### src/rtl/sram_port_arbiter.sv
// rtl/sram_port_arbiter.sv - two-port round-robin arbiter in front of a single SRAM port
module sram_port_arbiter #(
    parameter int DATA_WIDTH = 32,
    parameter int NUM_WORDS  = 1024,
    parameter int TIMEOUT    = 16,
    localparam int AW = $clog2(NUM_WORDS),
    localparam int BW = DATA_WIDTH / 8
) (
    input  logic                  clk_i,
    input  logic                  rst_ni,

    input  logic                  req0_i,
    input  logic                  we0_i,
    input  logic [AW-1:0]         addr0_i,
    input  logic [DATA_WIDTH-1:0] wdata0_i,
    input  logic [BW-1:0]         be0_i,
    output logic                  gnt0_o,
    output logic                  rvalid0_o,
    output logic [DATA_WIDTH-1:0] rdata0_o,
    output logic                  err0_o,

    input  logic                  req1_i,
    input  logic                  we1_i,
    input  logic [AW-1:0]         addr1_i,
    input  logic [DATA_WIDTH-1:0] wdata1_i,
    input  logic [BW-1:0]         be1_i,
    output logic                  gnt1_o,
    output logic                  rvalid1_o,
    output logic [DATA_WIDTH-1:0] rdata1_o,
    output logic                  err1_o,

    output logic                  mem_req_o,
    output logic                  mem_we_o,
    output logic [AW-1:0]         mem_addr_o,
    output logic [DATA_WIDTH-1:0] mem_wdata_o,
    output logic [BW-1:0]         mem_be_o,
    output logic                  mem_rready_o,
    input  logic                  mem_gnt_i,
    input  logic                  mem_rvalid_i,
    input  logic [DATA_WIDTH-1:0] mem_rdata_i
);

    typedef enum logic [1:0] {
        IDLE     = 2'd0,
        ISSUE    = 2'd1,
        WAIT_RSP = 2'd2
    } state_e;

    state_e                state_q, state_d;
    logic                  ptr_q, ptr_d;
    logic                  owner_q, owner_d;
    logic                  we_q, we_d;
    logic [AW-1:0]         addr_q, addr_d;
    logic [DATA_WIDTH-1:0] wdata_q, wdata_d;
    logic [BW-1:0]         be_q, be_d;
    logic [7:0]            cnt_q, cnt_d;
    logic                  rvalid0_q, rvalid0_d;
    logic                  rvalid1_q, rvalid1_d;
    logic                  err0_q, err0_d;
    logic                  err1_q, err1_d;
    logic [DATA_WIDTH-1:0] rdata0_q, rdata0_d;
    logic [DATA_WIDTH-1:0] rdata1_q, rdata1_d;

    logic                  win;
    logic                  done;
    logic                  done_err;
    logic [DATA_WIDTH-1:0] done_data;

    always_comb begin
        state_d   = state_q;
        ptr_d     = ptr_q;
        owner_d   = owner_q;
        we_d      = we_q;
        addr_d    = addr_q;
        wdata_d   = wdata_q;
        be_d      = be_q;
        cnt_d     = cnt_q;
        rvalid0_d = 1'b0;
        rvalid1_d = 1'b0;
        err0_d    = 1'b0;
        err1_d    = 1'b0;
        rdata0_d  = rdata0_q;
        rdata1_d  = rdata1_q;
        gnt0_o    = 1'b0;
        gnt1_o    = 1'b0;
        win       = 1'b0;
        done      = 1'b0;
        done_err  = 1'b0;
        done_data = '0;

        case (state_q)
            IDLE: begin
                // No grant while a completion is being presented, so grants are
                // spaced at least four cycles apart and the pointer is settled.
                if (rst_ni && !(rvalid0_q || rvalid1_q) && (req0_i || req1_i)) begin
                    win     = (req0_i && req1_i) ? ptr_q : req1_i;
                    gnt0_o  = !win;
                    gnt1_o  = win;
                    owner_d = win;
                    we_d    = win ? we1_i    : we0_i;
                    addr_d  = win ? addr1_i  : addr0_i;
                    wdata_d = win ? wdata1_i : wdata0_i;
                    be_d    = win ? be1_i    : be0_i;
                    state_d = ISSUE;
                end
            end
            ISSUE: begin
                if (mem_gnt_i) begin
                    state_d = WAIT_RSP;
                    cnt_d   = '0;
                end
            end
            WAIT_RSP: begin
                // A response arriving on the last allowed cycle beats the timeout.
                if (mem_rvalid_i) begin
                    done      = 1'b1;
                    done_data = mem_rdata_i;
                end else if (cnt_q == 8'(TIMEOUT - 1)) begin
                    done      = 1'b1;
                    done_err  = 1'b1;
                end else begin
                    cnt_d = cnt_q + 8'd1;
                end
            end
            default: state_d = IDLE;
        endcase

        if (done) begin
            state_d = IDLE;
            cnt_d   = '0;
            ptr_d   = !owner_q;
            if (owner_q) begin
                rvalid1_d = 1'b1;
                err1_d    = done_err;
                rdata1_d  = done_data;
            end else begin
                rvalid0_d = 1'b1;
                err0_d    = done_err;
                rdata0_d  = done_data;
            end
        end
    end

    always_ff @(posedge clk_i or negedge rst_ni) begin
        if (!rst_ni) begin
            state_q   <= IDLE;
            ptr_q     <= 1'b0;
            owner_q   <= 1'b0;
            we_q      <= 1'b0;
            addr_q    <= '0;
            wdata_q   <= '0;
            be_q      <= '0;
            cnt_q     <= '0;
            rvalid0_q <= 1'b0;
            rvalid1_q <= 1'b0;
            err0_q    <= 1'b0;
            err1_q    <= 1'b0;
            rdata0_q  <= '0;
            rdata1_q  <= '0;
        end else begin
            state_q   <= state_d;
            ptr_q     <= ptr_d;
            owner_q   <= owner_d;
            we_q      <= we_d;
            addr_q    <= addr_d;
            wdata_q   <= wdata_d;
            be_q      <= be_d;
            cnt_q     <= cnt_d;
            rvalid0_q <= rvalid0_d;
            rvalid1_q <= rvalid1_d;
            err0_q    <= err0_d;
            err1_q    <= err1_d;
            rdata0_q  <= rdata0_d;
            rdata1_q  <= rdata1_d;
        end
    end

    assign mem_req_o    = (state_q == ISSUE);
    assign mem_rready_o = (state_q == WAIT_RSP);
    assign mem_we_o     = we_q;
    assign mem_addr_o   = addr_q;
    assign mem_wdata_o  = wdata_q;
    assign mem_be_o     = be_q;

    assign rvalid0_o = rvalid0_q;
    assign rvalid1_o = rvalid1_q;
    assign err0_o    = err0_q;
    assign err1_o    = err1_q;
    assign rdata0_o  = rdata0_q;
    assign rdata1_o  = rdata1_q;

endmodule

### config.mk
export PLATFORM = sky130hd
export DESIGN_NAME = sram_port_arbiter
export DESIGN_NICKNAME = d
export VERILOG_FILES = /design/src/rtl/sram_port_arbiter.sv
export SDC_FILE = /design/constraint.sdc
export NUM_CORES = 1
export LEC_CHECK = 0
export CORE_ASPECT_RATIO = 0.75
export CORE_UTILIZATION = 30
export DETAILED_ROUTE_END_ITERATION = 6
export PLACE_DENSITY = 0.62
export SLEW_MARGIN = 20
export SYNTH_ARGS = -nofsm -noshare
export SYNTH_HDL_FRONTEND = slang
export SYNTH_SLANG_ARGS = --single-unit
export TNS_END_PERCENT = 20
### constraint.sdc
create_clock -name clk_i -period 4.85 [get_ports clk_i]
set_input_delay 0.97 -clock clk_i [delete_from_list [all_inputs] [get_ports clk_i]]
set_output_delay 0.97 -clock clk_i [all_outputs]
set_load 0.01 [all_outputs]
==> metrics.yaml <==
status: "completed"
drt-total-wl_um: 15700
insertion_delay_ps: 410
cts_hold_repair.buffers: 0
crit_buf_inv: 2
setup_violations: 0
dp_hpwl_um: 11300
synthFlopType: "dfrtp_1"
cts-root-buf: "clkbuf_16"
via_per_inst: 4.78
synth-edff-count: 0
powerDensity_mw_per_mm2: 613
min_period_over_period_pct: 77.5
cp-start-kind: "input port"
antenna_cells: 0
fin_ws_ps: 1090
peakVddDrop_mv: 0.251
reg2reg_slack_ps: 2600
critPathSlowestCell: "clkdlybuf4s50_1"
hold_violations: 0
grt_overflow_total: 0
post-place-ws_ps: 1110
ys_top_cells_by_area: "dfrtp_1, a22o_1, mux2i_1"
yosysTopAreaCellShare_pct: 59.1
fp.dieW_um: 157
end_kind: "primary output"
cts_buffers: 17
fin_setup_tns_ps: 0
clock-sinks: 127
slew_violations: 0
ys_ff_latch: 127
grt_pass1_wl_um: 24800
synth_cell_types: 43
core_mm2: 0.0172
synthTopCellsByCount: "dfrtp_1, a22o_1, nor2_1"
max_stage_delay_ps: 620
drc_errors: 0
async_flop_share_pct: 100
synth.avg_cell_area_um2: 12.2
cp_max_fo: 4
fp-row-count: 41
crit_top_cell: "clkdlybuf4s50_1"
cts_resized: 0
worstPathCellList: "clkdlybuf4s50_1 -> o21bai_1 -> nor3_2 -> nor2b_1 -> clkdlybuf4s50_1"
die_h_um: 118
max_freq_mhz: 266
cts_htree_levels: 4
die_area_mm2: 0.0185
drtIter0Drc: 204
track_usage_pct: 17.5
period_minus_slack_ps: 3760
synthToLayoutAreaGrowth_pct: 61.5
worst_slew_pin_slew_ps: 892
antenna_found_initial: 0
clk_pin_slew_worst_paths_ps: 60
grt_pass1_vias: 4708
postCtsSetupBuffers: 0
cpLargestDelayFamily: "buffers and inverters"
clock_skew_ps: 8.85
drive_above_1_share_pct: 7.15
holdCritPathClass: "register to register"
io_pins: 251
arrival_ps: 2790
cts_tree: "yes"
power.leakage_nw: 3.74
final_util_pct: 50.5
num_vias: 4468
synthCells: 442
synth_area_mm2: 0.00537
max-cap-violations: 0
required_ps: 3880
routedWlPerCell_um: 16.8
cts_buffer_depth: 2
firstDrtPassIters: 4
grt_max_degree: 95
synth_top_area_cell: "dfrtp_1"
port_buffers: 250
syn_nets: 580
start_util_pct: 31.3
finalNetCount: 824
synth_warnings: 0
ys_seq_area_share_pct: 59.1
antenna_left: 0
critPathKind: "input port to primary output"
synth.most_common_cell: "dfrtp_1"
relSlewSlack_pct: 40.5
gp_congestion: 0.797
rsz0062_at_grt: "false"
-- layout by cell type, fill, tap and decap left out, types with 4 or more instances in the layout --
| cell type | Yosys | layout |
|---|---|---|
| clkdlybuf4s50_1 | 0 | 249 |
| dfrtp_1 | 127 | 127 |
| a22o_1 | 62 | 62 |
| mux2i_1 | 49 | 49 |
| nor2_1 | 51 | 49 |
| a21oi_1 | 49 | 49 |
| clkbuf_16 | 0 | 17 |
| inv_1 | 9 | 9 |
| o21ai_0 | 7 | 7 |
| buf_4 | 0 | 7 |
| ha_1 | 6 | 6 |
| nand2_1 | 5 | 5 |
| inv_6 | 0 | 5 |
| nand2b_1 | 4 | 4 |
-- final cells by class --
type,count,area [µm²]
multi-input cells,275,2010
inverters,9,33.8
fillers,1518,8510
clock inverters,14,180
repair buffers,256,2540
well taps,236,295
clock buffers,18,439
flip-flops and latches,127,3180
-- metrics by stage --
stage / area (µm²) / std cells / power, mW / hold WS (ps)
final: 8680 / 935 / 5.32 / 502
after global routing: 8680 / 935 / 5.63 / 518
after CTS: 8680 / 935 / 5.38 / 507
after detailed placement: 8060 / 903 / 4.02 / 490
after global placement: 8060 / 903 / 3.97 / 481
after floorplan: 5370 / 442 / 2.76 / 492
-- per-layer routing --
layer	GRT usage (%)	part of all wire, %	vias up
met1	22.2	44	2205
met5	0	0	-
met2	27.4	47	145
met3	7.40	7.8	13
met4	4.53	1.0	0
li1	-	-	2105
-- registers in the layout, summed over array words and instances (netlist names), 2 cells and up --
register     cells
mem_wdata_o     32
rdata0_o        32
rdata1_o        32
mem_addr_o      10
cnt_q            8
mem_be_o         4
state_q          2
-- cell families after synthesis --
| kind of cell | count (synthesis) | synth area share (%) |
|---|---|---|
| buffers and inverters | 40 | 3.93 |
| and+or+nand+nor | 79 | 7.22 |
| AOI/OAI and AO/OA | 140 | 18.9 |
| DFF | 127 | 59.1 |
| adders and majority gates | 6 | 1.40 |
| muxes | 50 | 9.41 |
-- worst paths after layout --
path,endpoint,startpoint,cells after the start
max in group asynchronous,mem_wdata_o[19]$_DFFE_PN0P_,rst_ni,3
hold reg to reg,rdata0_o[30]$_DFFE_PN0P_,rdata0_o[30]$_DFFE_PN0P_,1
min in group asynchronous,rdata0_o[21]$_DFFE_PN0P_,rst_ni,2
setup / recovery,gnt1_o,req1_i,5
setup reg to reg,state_q[1]$_DFFE_PN0P_,state_q[0]$_DFFE_PN0P_,6
hold / removal,rdata0_o[30]$_DFFE_PN0P_,rdata0_o[30]$_DFFE_PN0P_,1
-- where the power goes --
part           leakage (nW)  total [mW]  switching (mW)  internal (mW)
Combinational          1.90        2.19           0.943           1.25
Clock                 0.298        1.32           0.490          0.831
Sequential             1.54        1.81           0.290           1.52
Total                  3.74        5.32            1.72           3.59
No activity file was read; power rests on OpenSTA's default activity.
